File: config.mk
export PLATFORM = sky130hd
export DESIGN_NAME = pwm_voice_arbiter
export DESIGN_NICKNAME = d
export VERILOG_FILES = /design/src/rtl/pwm_voice_arbiter.sv
export SDC_FILE = /design/constraint.sdc
export NUM_CORES = 1
export LEC_CHECK = 0
export ABC_AREA = 0
export BUFFER_PORTS_ARGS = -buffer_cell sky130_fd_sc_hd__buf_4
export CAP_MARGIN = 20
export CORE_MARGIN = 5
export CORE_UTILIZATION = 41
export DETAILED_ROUTE_END_ITERATION = 8
export PLACE_DENSITY = 0.8
export SLEW_MARGIN = 20
export SYNTH_ARGS = -nofsm -noshare
export SYNTH_HDL_FRONTEND = slang
export SYNTH_SLANG_ARGS = --single-unit
File: constraint.sdc
create_clock -name i_clk -period 2.7 [get_ports i_clk]
set_clock_uncertainty 0.05 [all_clocks]
set_input_delay 0.27 -clock i_clk [delete_from_list [all_inputs] [get_ports i_clk]]
set_output_delay 0.27 -clock i_clk [all_outputs]
set_load 0.03 [all_outputs]
File: src/rtl/pwm_voice_arbiter.sv
// Round-robin owner arbiter for a single PWM voice: grants one note sequencer at a
// time, forwards its phase delta / envelope, and inserts a silent gap after release.

module pwm_voice_lane (
  input  logic        sel,
  input  logic [31:0] pd,
  input  logic [8:0]  env,
  output logic [31:0] pd_m,
  output logic [8:0]  env_m
);
  assign pd_m  = sel ? pd  : '0;
  assign env_m = sel ? env : '0;
endmodule

module pwm_voice_arbiter #(
  parameter int NUM_REQ  = 4,
  parameter int MAX_HOLD = 3325336,
  parameter int GAP_CLKS = 16
) (
  input  logic                   i_clk,
  input  logic                   i_rst_n,
  input  logic [NUM_REQ-1:0]     i_req,
  input  logic [NUM_REQ*32-1:0]  i_phase_delta,
  input  logic [NUM_REQ*9-1:0]   i_envelope,
  output logic [NUM_REQ-1:0]     o_grant,
  output logic                   o_active,
  output logic                   o_new_note,
  output logic [31:0]            o_phase_delta,
  output logic [8:0]             o_envelope
);
  localparam int LW = (NUM_REQ > 1) ? $clog2(NUM_REQ) : 1;
  localparam int GW = (GAP_CLKS > 0) ? $clog2(GAP_CLKS + 1) : 1;
  localparam logic [31:0]   HOLD_LAST = 32'(MAX_HOLD - 1);
  localparam logic [GW-1:0] GAP_LAST  = GW'(GAP_CLKS - 1);

  typedef enum logic [1:0] {IDLE, GRANT, GAP} state_t;

  state_t             state, state_nx;
  logic [LW-1:0]      last, last_nx, winner, sel, idx;
  logic [31:0]        hold_cnt, hold_nx;
  logic [GW-1:0]      gap_cnt, gap_nx;
  logic [NUM_REQ-1:0] grant_nx, sel_oh;
  logic               active_nx, new_note_nx, found, hold_expire;
  logic [31:0]        pd_nx, sel_pd;
  logic [8:0]         env_nx, sel_env;

  logic [NUM_REQ-1:0][31:0] pd_m;
  logic [NUM_REQ-1:0][8:0]  env_m;

  // Rotating search: the slot after the previous winner has top priority.
  always_comb begin
    winner = last;
    found  = 1'b0;
    idx    = '0;
    for (int i = 1; i <= NUM_REQ; i++) begin
      idx = LW'((int'(last) + i) % NUM_REQ);
      if (!found && i_req[idx]) begin
        winner = idx;
        found  = 1'b1;
      end
    end
  end

  // In IDLE the data path already looks at the incoming winner so the first
  // sample lands together with the grant.
  assign sel    = (state == IDLE) ? winner : last;
  assign sel_oh = NUM_REQ'(1) << sel;

  for (genvar k = 0; k < NUM_REQ; k++) begin : g_lane
    pwm_voice_lane u_lane (
      .sel   (sel_oh[k]),
      .pd    (i_phase_delta[32*k +: 32]),
      .env   (i_envelope[9*k +: 9]),
      .pd_m  (pd_m[k]),
      .env_m (env_m[k])
    );
  end

  always_comb begin
    sel_pd  = '0;
    sel_env = '0;
    for (int k = 0; k < NUM_REQ; k++) begin
      sel_pd  = sel_pd  | pd_m[k];
      sel_env = sel_env | env_m[k];
    end
  end

  assign hold_expire = (MAX_HOLD != 0) && (hold_cnt == HOLD_LAST);

  always_comb begin
    state_nx    = state;
    last_nx     = last;
    hold_nx     = hold_cnt;
    gap_nx      = gap_cnt;
    grant_nx    = '0;
    active_nx   = 1'b0;
    new_note_nx = 1'b0;
    pd_nx       = '0;
    env_nx      = '0;
    case (state)
      IDLE: begin
        if (|i_req) begin
          state_nx    = GRANT;
          last_nx     = winner;
          hold_nx     = '0;
          grant_nx    = sel_oh;
          active_nx   = 1'b1;
          new_note_nx = 1'b1;
          pd_nx       = sel_pd;
          env_nx      = sel_env;
        end
      end
      GRANT: begin
        if (!i_req[last] || hold_expire) begin
          state_nx = (GAP_CLKS == 0) ? IDLE : GAP;
          gap_nx   = '0;
          hold_nx  = '0;
        end else begin
          hold_nx   = hold_cnt + 32'd1;
          grant_nx  = sel_oh;
          active_nx = 1'b1;
          pd_nx     = sel_pd;
          env_nx    = sel_env;
        end
      end
      GAP: begin
        if (gap_cnt == GAP_LAST) begin
          state_nx = IDLE;
          gap_nx   = '0;
        end else begin
          gap_nx = gap_cnt + 1'b1;
        end
      end
      default: state_nx = IDLE;
    endcase
  end

  always_ff @(posedge i_clk or negedge i_rst_n) begin
    if (!i_rst_n) begin
      state         <= IDLE;
      last          <= LW'(NUM_REQ - 1);
      hold_cnt      <= '0;
      gap_cnt       <= '0;
      o_grant       <= '0;
      o_active      <= 1'b0;
      o_new_note    <= 1'b0;
      o_phase_delta <= '0;
      o_envelope    <= '0;
    end else begin
      state         <= state_nx;
      last          <= last_nx;
      hold_cnt      <= hold_nx;
      gap_cnt       <= gap_nx;
      o_grant       <= grant_nx;
      o_active      <= active_nx;
      o_new_note    <= new_note_nx;
      o_phase_delta <= pd_nx;
      o_envelope    <= env_nx;
    end
  end
endmodule

==> metrics, run 1 <==
Crit Path Class reg2reg; worst setup margin 289 ps; CTS H-tree depth 3; Worst Hold End o_envelope[5]; Worst Setup Start Kind flip-flop; diode count 0; met1 Track Usage GR 27.5%; VDD IR max 634 µV; global route total overflow 0; FF-to-FF Start last[0]; average vias per placed instance 6.13; First-pass DRT Iterations 5; max-cap viol count 0; io pins 217; RSZ-0062 raised after global routing false; commonest non-fill, non-tap cells in the layout buf_4 (235), dfrtp_1 (86), nand3_1 (57); CTS buffer count 9; FF-to-FF path depth 7; Cell Area, Synth 0.00617 mm²; minimum clock period 2410 ps; hold-critical path depth 3; commonest non-fill, non-tap cell in the layout buf_4; Worst Path Required 2910 ps; largest net degree at the start of global routing 68; std cell rows 44; routability cong. 0.897; yosys warns 0; Tot GR Track Use 22.8%; layout cells sized above 1 36.7%; total wire length 20700 µm; initial antenna violation count 0; First DRT Iteration DRCs 537; WHS 133 ps; Setup TNS Final 0 ps; PortBufs 216; GR Layer Usage met3 7.14%; outcome completed; CP arrival 2630 ps; Power Total 8.42 mW; Power per Cell Area 1010 mW/mm²; fmax 415 MHz; Routed wire per std cell 19.9 µm; Final #Nets 1023; area of the core 0.0146 mm²; Final Setup Violations 0; Seq/Total Area, Yosys 35.7%; detailed-placement wirelength estimate 14900 µm; clk sinks 88; synthesized netlist cell count 666; Crit Reg-Reg Endpoint o_phase_delta[22]; Final Hold Vio Count 0; Avg Synthesized Cell Area 9.27 µm²; routed via count 6377; Max Root-Sink Buffers 2; global-route wire length before repair 32600 µm; number of distinct library cells after synthesis 59; reg2reg setup slack 290 ps; Top FF cell, synth dfrtp_1; Synth Register Bits 88; ys async rst share 100%; area grow syn2layout 35.8%; number of enable flip-flop cells after synthesis 0; Post-Place Worst Slack 321 ps; drt drc 0; die height 133 µm; Hold Path Class in2reg; ANT nets after route 0; Die Wd 133 µm; part of the cycle the worst path needs 89.3%; vias in the first global route 6222; Pleak 3.52 nW; filler instances 1276; placed inst area 0.00808 mm²; CTS clock-pin slew for the worst setup and hold paths 70 ps; Slew @ Worst Pin 949 ps; Design Area, Final 0.00838 mm²; Pins Over Slew Limit 0; min-delay src i_envelope[14]; CTS tree yes; grt met2 use 38.7%; Clock Latency Late Sink 350 ps; worst-path maximum fanout 37; Synthesized Nets 838; # resized after CTS 0; Starting Density 42.1%; Die Area 0.0176 mm²; CP Capture Type flip-flop; Worst slew margin 36.6%; CTS root buf clkbuf_16; global routing's busiest layer met2
## registers in the layout (all words and copies together), names as in the netlist
signal	cells
gap_cnt	5
hold_cnt	32
last	2
o_active	1
o_envelope	9
o_grant	4
o_new_note	1
o_phase_delta	32
state	2
## routing by layer
layer | wire (µm) | part of all wire, % | up-vias
met5 | 0 | 0 | -
met4 | 574 | 2.8 | 0
met3 | 1680 | 8.1 | 35
met2 | 10300 | 50 | 256
met1 | 8180 | 39 | 3107
li1 | - | - | 2979
## worst max-delay path, stage by stage (launching register included)
cell and delay [ps]:
dfstp_2 380, buf_4 170, or4b_2 660, a21oi_1 140, a221o_1 320, buf_12 230
o21ai_0 150, a31oi_1 190
## per-stage QoR
| step | utilization, % | instances |
|---|---|---|
| after floorplan | - | 666 |
| after global placement | 55.1 | 1022 |
| after detailed placement | 55.2 | 1023 |
| after CTS | 57.2 | 1040 |
| after global routing | 57.2 | 1040 |
| final | 57.2 | 1040 |
## cell families (layout without fill, tap and decap cells)
family | Yosys count | in the layout | synth area share [%]
compound gates | 207 | 207 | 23.3
xor+xnor | 24 | 24 | 3.41
fa+ha+maj | 2 | 2 | 0.405
buf+inv | 82 | 272 | 6.27
flops | 88 | 88 | 35.7
mux | 5 | 5 | 0.811
simple gates | 258 | 258 | 30.0
## layout make-up
cell class | instances | area [µm²] | area share [%]
multi-input cells | 496 | 3640 | 43.4
flip-flops and latches | 88 | 2200 | 26.3
repair buffers | 247 | 1990 | 23.7
clock buffers | 11 | 253 | 3.02
well taps | 184 | 230 | 2.75
inverters | 9 | 33.8 | 0.403
clock inverters | 5 | 31.3 | 0.373
## cell usage after synthesis (2+ instances only)
library cell	n	area share [%]
a2111oi_0	2	0.28
a21boi_0	2	0.24
a21o_1	2	0.24
a21oi_1	10	0.81
a22oi_1	41	5.0
a31oi_1	42	4.3
a32o_1	2	0.32
a41oi_1	2	0.28
and3_1	3	0.30
and4_1	41	5.8
buf_2	12	0.97
buf_6	8	1.5
clkbuf_1	51	3.1
dfrtp_1	86	35
dfstp_2	2	0.85
ha_1	2	0.41
inv_1	9	0.55
mux2i_1	5	0.81
nand2_1	23	1.4
nand2b_1	7	0.71
nand3_1	57	4.6
nand4_1	15	1.5
nor2_1	36	2.2
nor2b_1	3	0.30
nor3_1	9	0.73
nor4_1	3	0.30
nor4_2	2	0.41
nor4b_1	8	1.1
nor4b_2	35	8.5
o21ai_0	32	2.6
o21ai_1	18	1.5
o31a_1	42	6.0
or3_1	6	0.61
xnor2_1	6	0.85
xor2_1	18	2.6
## worst max-delay path by stage
stage | start | end | slack, ps | cells past startpoint
detailed placement | last[0] | o_phase_delta[7] | 320 | 7
global route | last[0] | o_phase_delta[30] | 170 | 8
floorplan | hold_cnt[18] | o_envelope[0] | 540 | 7
global placement | last[0] | o_phase_delta[10] | 220 | 6
finish | last[0] | o_phase_delta[22] | 290 | 7
CTS | last[0] | o_phase_delta[7] | 300 | 7
## repair_timing
item,4_1_cts,5_1_grt
buffers inserted,0,0
hold endpoints to repair,41,0
hold buffers,1,0
## power breakdown
part	switching (mW)	internal [mW]	total, mW
Clock	0.540	0.671	1.21
Combinational	3.26	2.14	5.40
Sequential	0.165	1.65	1.82
Total	3.96	4.46	8.42
(Power assumes the default switching activity.)
==> run 2: changes to the inputs <==
Settings changed: PLACE_DENSITY 0.8 to 0.68.
==> run 2 against run 1 <==
Effect of this change: fmax fell by 2.7%; global-route usage is 1.4 points higher; worst setup slack got worse by 68 ps; combinational power fell by 0.7%; sequential power barely moved; core utilization up 0.44 points; sequential share of layout area shrank 0.20 points; critical path depth unchanged; sequential cell count unchanged; critical endpoint is now o_phase_delta[20]; largest cell class unchanged.
==> metrics, run 2 (synthesis gave the netlist of run 1 again) <==
Worst slew margin 38.9% (+2.3 points); Design Area, Final 0.00844 mm² (+0.78%); crit path capture o_phase_delta[20]; total wire length 21600 µm (+3.9%); global route total overflow 0 (unchanged); Switch Pwr 3.97 mW (+0.12%); Power Total 8.62 mW (+2.4%); minimum clock period 2480 ps (+67.7 ps); drt drc 0 (unchanged); FF-to-FF Start last[0]; routability cong. 0.885 (-1.4%); commonest non-fill, non-tap cell in the layout buf_4; sw frac 46.0% (-1.0 points); Final Hold Vio Count 0 (unchanged); max-cap viol count 0 (unchanged); Max Root-Sink Buffers 2 (unchanged); RSZ-0062 raised after global routing false; postcts setup bufs 0 (unchanged); Setup TNS Final 0 ps (unchanged); Final Setup Violations 0 (unchanged); Int Pwr 4.66 mW (+4.4%); area grow syn2layout 36.8%; Pleak 3.56 nW (+0.95%); Starting Density 42.1% (unchanged); CTS H-tree depth 3 (unchanged); Die Area 0.0176 mm² (unchanged); First DRT Iteration DRCs 579 (+7.8%); largest net degree at the start of global routing 57 (-16%); Worst Setup Start Kind flip-flop; diode count 0 (unchanged); layout cells sized above 1 36.7% (+0.062 points); CTS root buf clkbuf_16; std cell rows 44 (unchanged); clk sinks 88 (unchanged); Clock Latency Late Sink 350 ps (about the same); CTS clock-pin slew for the worst setup and hold paths 60 ps (about the same); CP Capture Type flip-flop; Worst Path Required 2900 ps (about the same); PortBufs 216 (unchanged); Power per Cell Area 1020 mW/mm² (+1.6%); CP peak stage delay 750 ps (+90 ps); Final #Nets 1027 (+0.39%); vias in the first global route 6604 (+6.1%); initial antenna violation count 0 (unchanged); detailed-placement wirelength estimate 15600 µm (+4.9%); Pins Over Slew Limit 0 (unchanged); Regs by FF count hold_cnt (32), o_phase_delta (32), o_envelope (9); placed inst area 0.00810 mm² (+0.15%); part of the cycle the worst path needs 91.8% (+2.5 points); fmax 403 MHz (-2.7%); global-route wire length before repair 34700 µm (+6.3%); Hold Path Class in2reg; routed via count 6424 (+0.74%); Clock power frac 16.5% (+2.1 points); commonest non-fill, non-tap cells in the layout buf_4 (241), dfrtp_1 (86), nand3_1 (57); CTS tree yes; Post-Place Worst Slack 220 ps (-101 ps); io pins 217 (unchanged); Setup crit start last[0]; average vias per placed instance 6.15 (+0.35%); outcome completed; reg2reg setup slack 220 ps (-70 ps); Die Wd 133 µm (unchanged); Crit Path Class reg2reg; worst-path cell chain buf_4 > nor2b_1 > o21a_1 > o31ai_4 > buf_12 > nand3_1 > a31oi_1; FF-to-FF path depth 7 (unchanged); Crit Reg-Reg Endpoint o_phase_delta[20]; CTS buffer count 9 (unchanged); CP arrival 2680 ps (+50 ps); combinational power share 62.1% (-2.0 points); die height 133 µm (unchanged); Slew @ Worst Pin 917 ps (-32.4 ps); Crit-path slowest cell o31ai_4; worst-path maximum fanout 24 (-35%); area of the core 0.0146 mm² (unchanged); First-pass DRT Iterations 5 (unchanged); worst setup margin 222 ps (-67.7 ps); VDD IR max 515 µV (-19%); ANT nets after route 0 (unchanged); register share of total power 21.4% (-0.2 points); Tot GR Track Use 24.2% (+1.4 points); Routed wire per std cell 20.7 µm (+3.6%)
run 2: per-layer routing:
layer  global-route usage, %  vias up  part of all wire (%)
li1                        -     2983                     -
met1                    29.5     3107                    39
met2                    41.0      284                    49
met3                    6.26       50                   7.8
met4                    9.35        0                   3.2
met5                       0        -                     0
run 2: layout make-up:
cell class	count	area (µm²)
fillers	1289	6200
multi-input cells	496	3640
flip-flops and latches	88	2200
repair buffers	251	2000
clock buffers	11	233
well taps	184	230
clock inverters	5	104
inverters	9	33.8
run 2: timing repair:
| item | 4_1_cts | 5_1_grt |
|---|---|---|
| hold buffers | 1 | 0 |
| hold endpoints to repair | 55 | 0 |
| gates resized for setup | 0 | 0 |
run 2: worst min-delay path by stage:
stage                      start                end  cells past startpoint
6_report       i_phase_delta[37]   o_phase_delta[5]                      3
3_3_place_gp             i_rst_n       hold_cnt[27]                      1
2_1_floorplan            i_rst_n         gap_cnt[0]                      0
5_1_grt        i_phase_delta[45]  o_phase_delta[13]                      3
4_1_cts        i_phase_delta[37]   o_phase_delta[5]                      3
3_5_place_dp             i_rst_n       hold_cnt[28]                      1
run 2: power by group through the flow:
stage	combinational (mW)	clock, mW	sequential, mW
after global routing	5.79	1.51	1.87
after global placement	5.20	0	1.86
after floorplan	3.21	0	2.24
after detailed placement	5.32	0	1.86
after CTS	5.34	1.45	1.84
final	5.36	1.43	1.84
run 2: through the flow:
| stage | util (%) | hold WS (ps) | cells |
|---|---|---|---|
| after floorplan | - | -75.6 | 666 |
| after global placement | 55.3 | 326 | 1027 |
| after detailed placement | 55.3 | 332 | 1027 |
| after CTS | 57.7 | 134 | 1044 |
| after global routing | 57.7 | 143 | 1044 |
| final | 57.7 | 148 | 1044 |
run 2: critical path, delay by kind of cell, from the launching register on:
family / cells / cell delay, ps
AND/OR/NAND/NOR: 2 / 170
AO/OA/AOI/OAI: 3 / 1170
buffers and inverters: 2 / 450
flip-flops: 1 / 530
==> run 3: changes to the inputs <==
Settings changed: CORE_UTILIZATION 41 to 51, PLACE_DENSITY 0.68 to 0.81, SKIP_LAST_GASP from default to 1, SLEW_MARGIN 20 to default.
==> run 3 against run 2 <==
Effect of this change: fmax up 5.0%; worst hold slack worse by 5.8 ps; first-iteration DRC count down 8.5%; combinational power is 0.9% lower; global-route usage up 4.2 points; sequential cell count stayed put; die area fell by 18%; final cell count down 4.2%; non-clock buffer count decreased by 7; routed wire length decreased by 2.9%; clock power down 12%; sequential share of layout area is 0.46 points higher.
==> metrics, run 3 (synthesis gave the netlist of run 1 again) <==
FF-to-FF path depth 6 (-1); Crit Path Class reg2reg; min-delay src i_phase_delta[52]; CP peak stage delay 660 ps (-90 ps); Pleak 3.49 nW (-1.8%); Clock Latency Late Sink 350 ps (about the same); Worst path depth 6 (-1); ANT nets after route 0 (unchanged); diode count 0 (unchanged); area grow syn2layout 34.4%; fmax 424 MHz (+5.0%); worst-path maximum fanout 61 (+150%); Worst Setup Start Kind flip-flop; minimum clock period 2360 ps (-119 ps); Regs by FF count hold_cnt (32), o_phase_delta (32), o_envelope (9); Post-Route M1 WL 7730 µm (-9.3%); Worst Hold End o_phase_delta[20]; Starting Density 51.6% (+9.5 points); Worst slew margin 26.5% (-12 points); Final Hold Vio Count 0 (unchanged); # resized after CTS 0 (unchanged); First DRT Iteration DRCs 530 (-8.5%); io pins 217 (unchanged); Top Layer Used met4; Setup TNS Final 0 ps (unchanged); total wire length 20900 µm (-2.9%); global route total overflow 0 (unchanged); worst-path cell chain nand2b_1 > a21boi_4 > buf_12 > nor4b_2 > o21ai_0 > a31oi_1; detailed-placement wirelength estimate 15000 µm (-4.3%); VDD IR max 632 µV (+23%); Power per Cell Area 1020 mW/mm² (-0.57%); Routed wire per std cell 20.9 µm (+1.3%); Die Area 0.0144 mm² (-18%); largest net degree at the start of global routing 62 (+8.8%); average vias per placed instance 6.53 (+6.1%); FF-to-FF Start last[1]; Max Root-Sink Buffers 2 (unchanged); max-cap viol count 0 (unchanged); PortBufs 216 (unchanged); reg2reg setup slack 340 ps (+120 ps); drt drc 0 (unchanged); clk sinks 88 (unchanged); Worst Path Required 2870 ps (-30 ps); CTS root buf clkbuf_16; Buf+Inv Stages, Crit Path 1 (-1); global-route wire length before repair 33000 µm (-5.0%); routed via count 6530 (+1.7%); hold-critical path depth 3 (unchanged); commonest non-fill, non-tap cell in the layout buf_4; Final Setup Violations 0 (unchanged); CTS H-tree depth 3 (unchanged); outcome completed; CTS tree yes; Tot GR Track Use 28.4% (+4.2 points); CTS clock-pin slew for the worst setup and hold paths 70 ps (about the same); Final #Nets 1020 (-0.68%); RSZ-0062 raised after global routing false; met3 WL post-DR 1650 µm (-2.4%); commonest non-fill, non-tap cells in the layout buf_4 (234), dfrtp_1 (86), nand3_1 (57); std cell rows 40 (-9.1%); routability cong. 0.897 (+1.4%); metal2 WL 10600 µm (-0.19%); CTS buffer count 9 (unchanged); Slew @ Worst Pin 1100 ps (+183 ps); vias in the first global route 6575 (-0.44%); layout cells sized above 1 36.5% (-0.28 points); part of the cycle the worst path needs 87.4% (-4.4 points); die height 120 µm (-9.6%); area of the core 0.0120 mm² (-18%); First-pass DRT Iterations 7 (+2); Crit-path slowest cell a21boi_4; initial antenna violation count 0 (unchanged); delay-heaviest family, CP compound AO/OA/AOI/OAI gates; CP Capture Type flip-flop; Pins Over Slew Limit 0 (unchanged); WHS 142 ps (-5.78 ps); CP arrival 2530 ps (-150 ps); Die Wd 120 µm (-9.6%); Hold Path Class in2reg; Crit Reg-Reg Endpoint o_phase_delta[2]
## run 3: changes by cell type in the layout (fill, tap and decap cells not counted), moves of 2 or more
| cell | before | now |
|---|---|---|
| buf_4 | 241 | 234 |
| bufinv_16 | 3 | 1 |
| clkinvlp_4 | 0 | 3 |
| clkbuf_1 | 2 | 0 |
## run 3: power breakdown
group          total (mW)  internal [mW]  switching, mW
clock network        1.26          0.717          0.545
logic                5.31           2.05           3.26
registers            1.85           1.65          0.197
total                8.43           4.42           4.00
## run 3: how the worst max path moves through the flow
stage	slack, ps	startpoint	end
6_report	340	last[1]	o_phase_delta[2]
2_1_floorplan	540	hold_cnt[18]	o_envelope[0]
5_1_grt	190	last[1]	o_phase_delta[20]
4_1_cts	270	hold_cnt[3]	hold_cnt[9]
3_3_place_gp	400	hold_cnt[18]	o_grant[2]
3_5_place_dp	310	state[0]	o_envelope[2]
## run 3: tightest hold or removal path, stage by stage
cell     delay (ps)
buf_4           110
nand3_1          50
a31oi_1          70
## run 3: layout make-up
class                   instances  area (µm²)
clock inverters                 7        71.3
clock buffers                   9         225
multi-input cells             496        3640
flip-flops and latches         88        2200
well taps                     147         184
fillers                       921        3660
inverters                       9        33.8
repair buffers                244        1940
## run 3: through the flow
stage | worst slack, ps | power (mW) | area (µm²) | utilization, % | cells
4_1_cts | 267 | 8.35 | 8280 | 69.3 | 999
3_5_place_dp | 314 | 7.07 | 7980 | 66.7 | 982
5_1_grt | 186 | 8.89 | 8300 | 69.4 | 1000
6_report | 340 | 8.43 | 8300 | 69.4 | 1000
3_3_place_gp | 396 | 6.89 | 7980 | 66.7 | 982
2_1_floorplan | 535 | 5.45 | 6170 | - | 666
## run 3: per-layer routing
| metal | up-vias | GRT usage (%) |
|---|---|---|
| li1 | 2967 | - |
| met1 | 3173 | 32.3 |
| met2 | 321 | 49.2 |
| met3 | 69 | 6.88 |
| met4 | 0 | 14.7 |
| met5 | - | 0 |
## run 3: repair_timing
item	4_1_cts	5_1_grt
hold buffers	1	0
hold endpoints to repair	49	0
buffers inserted	0	0
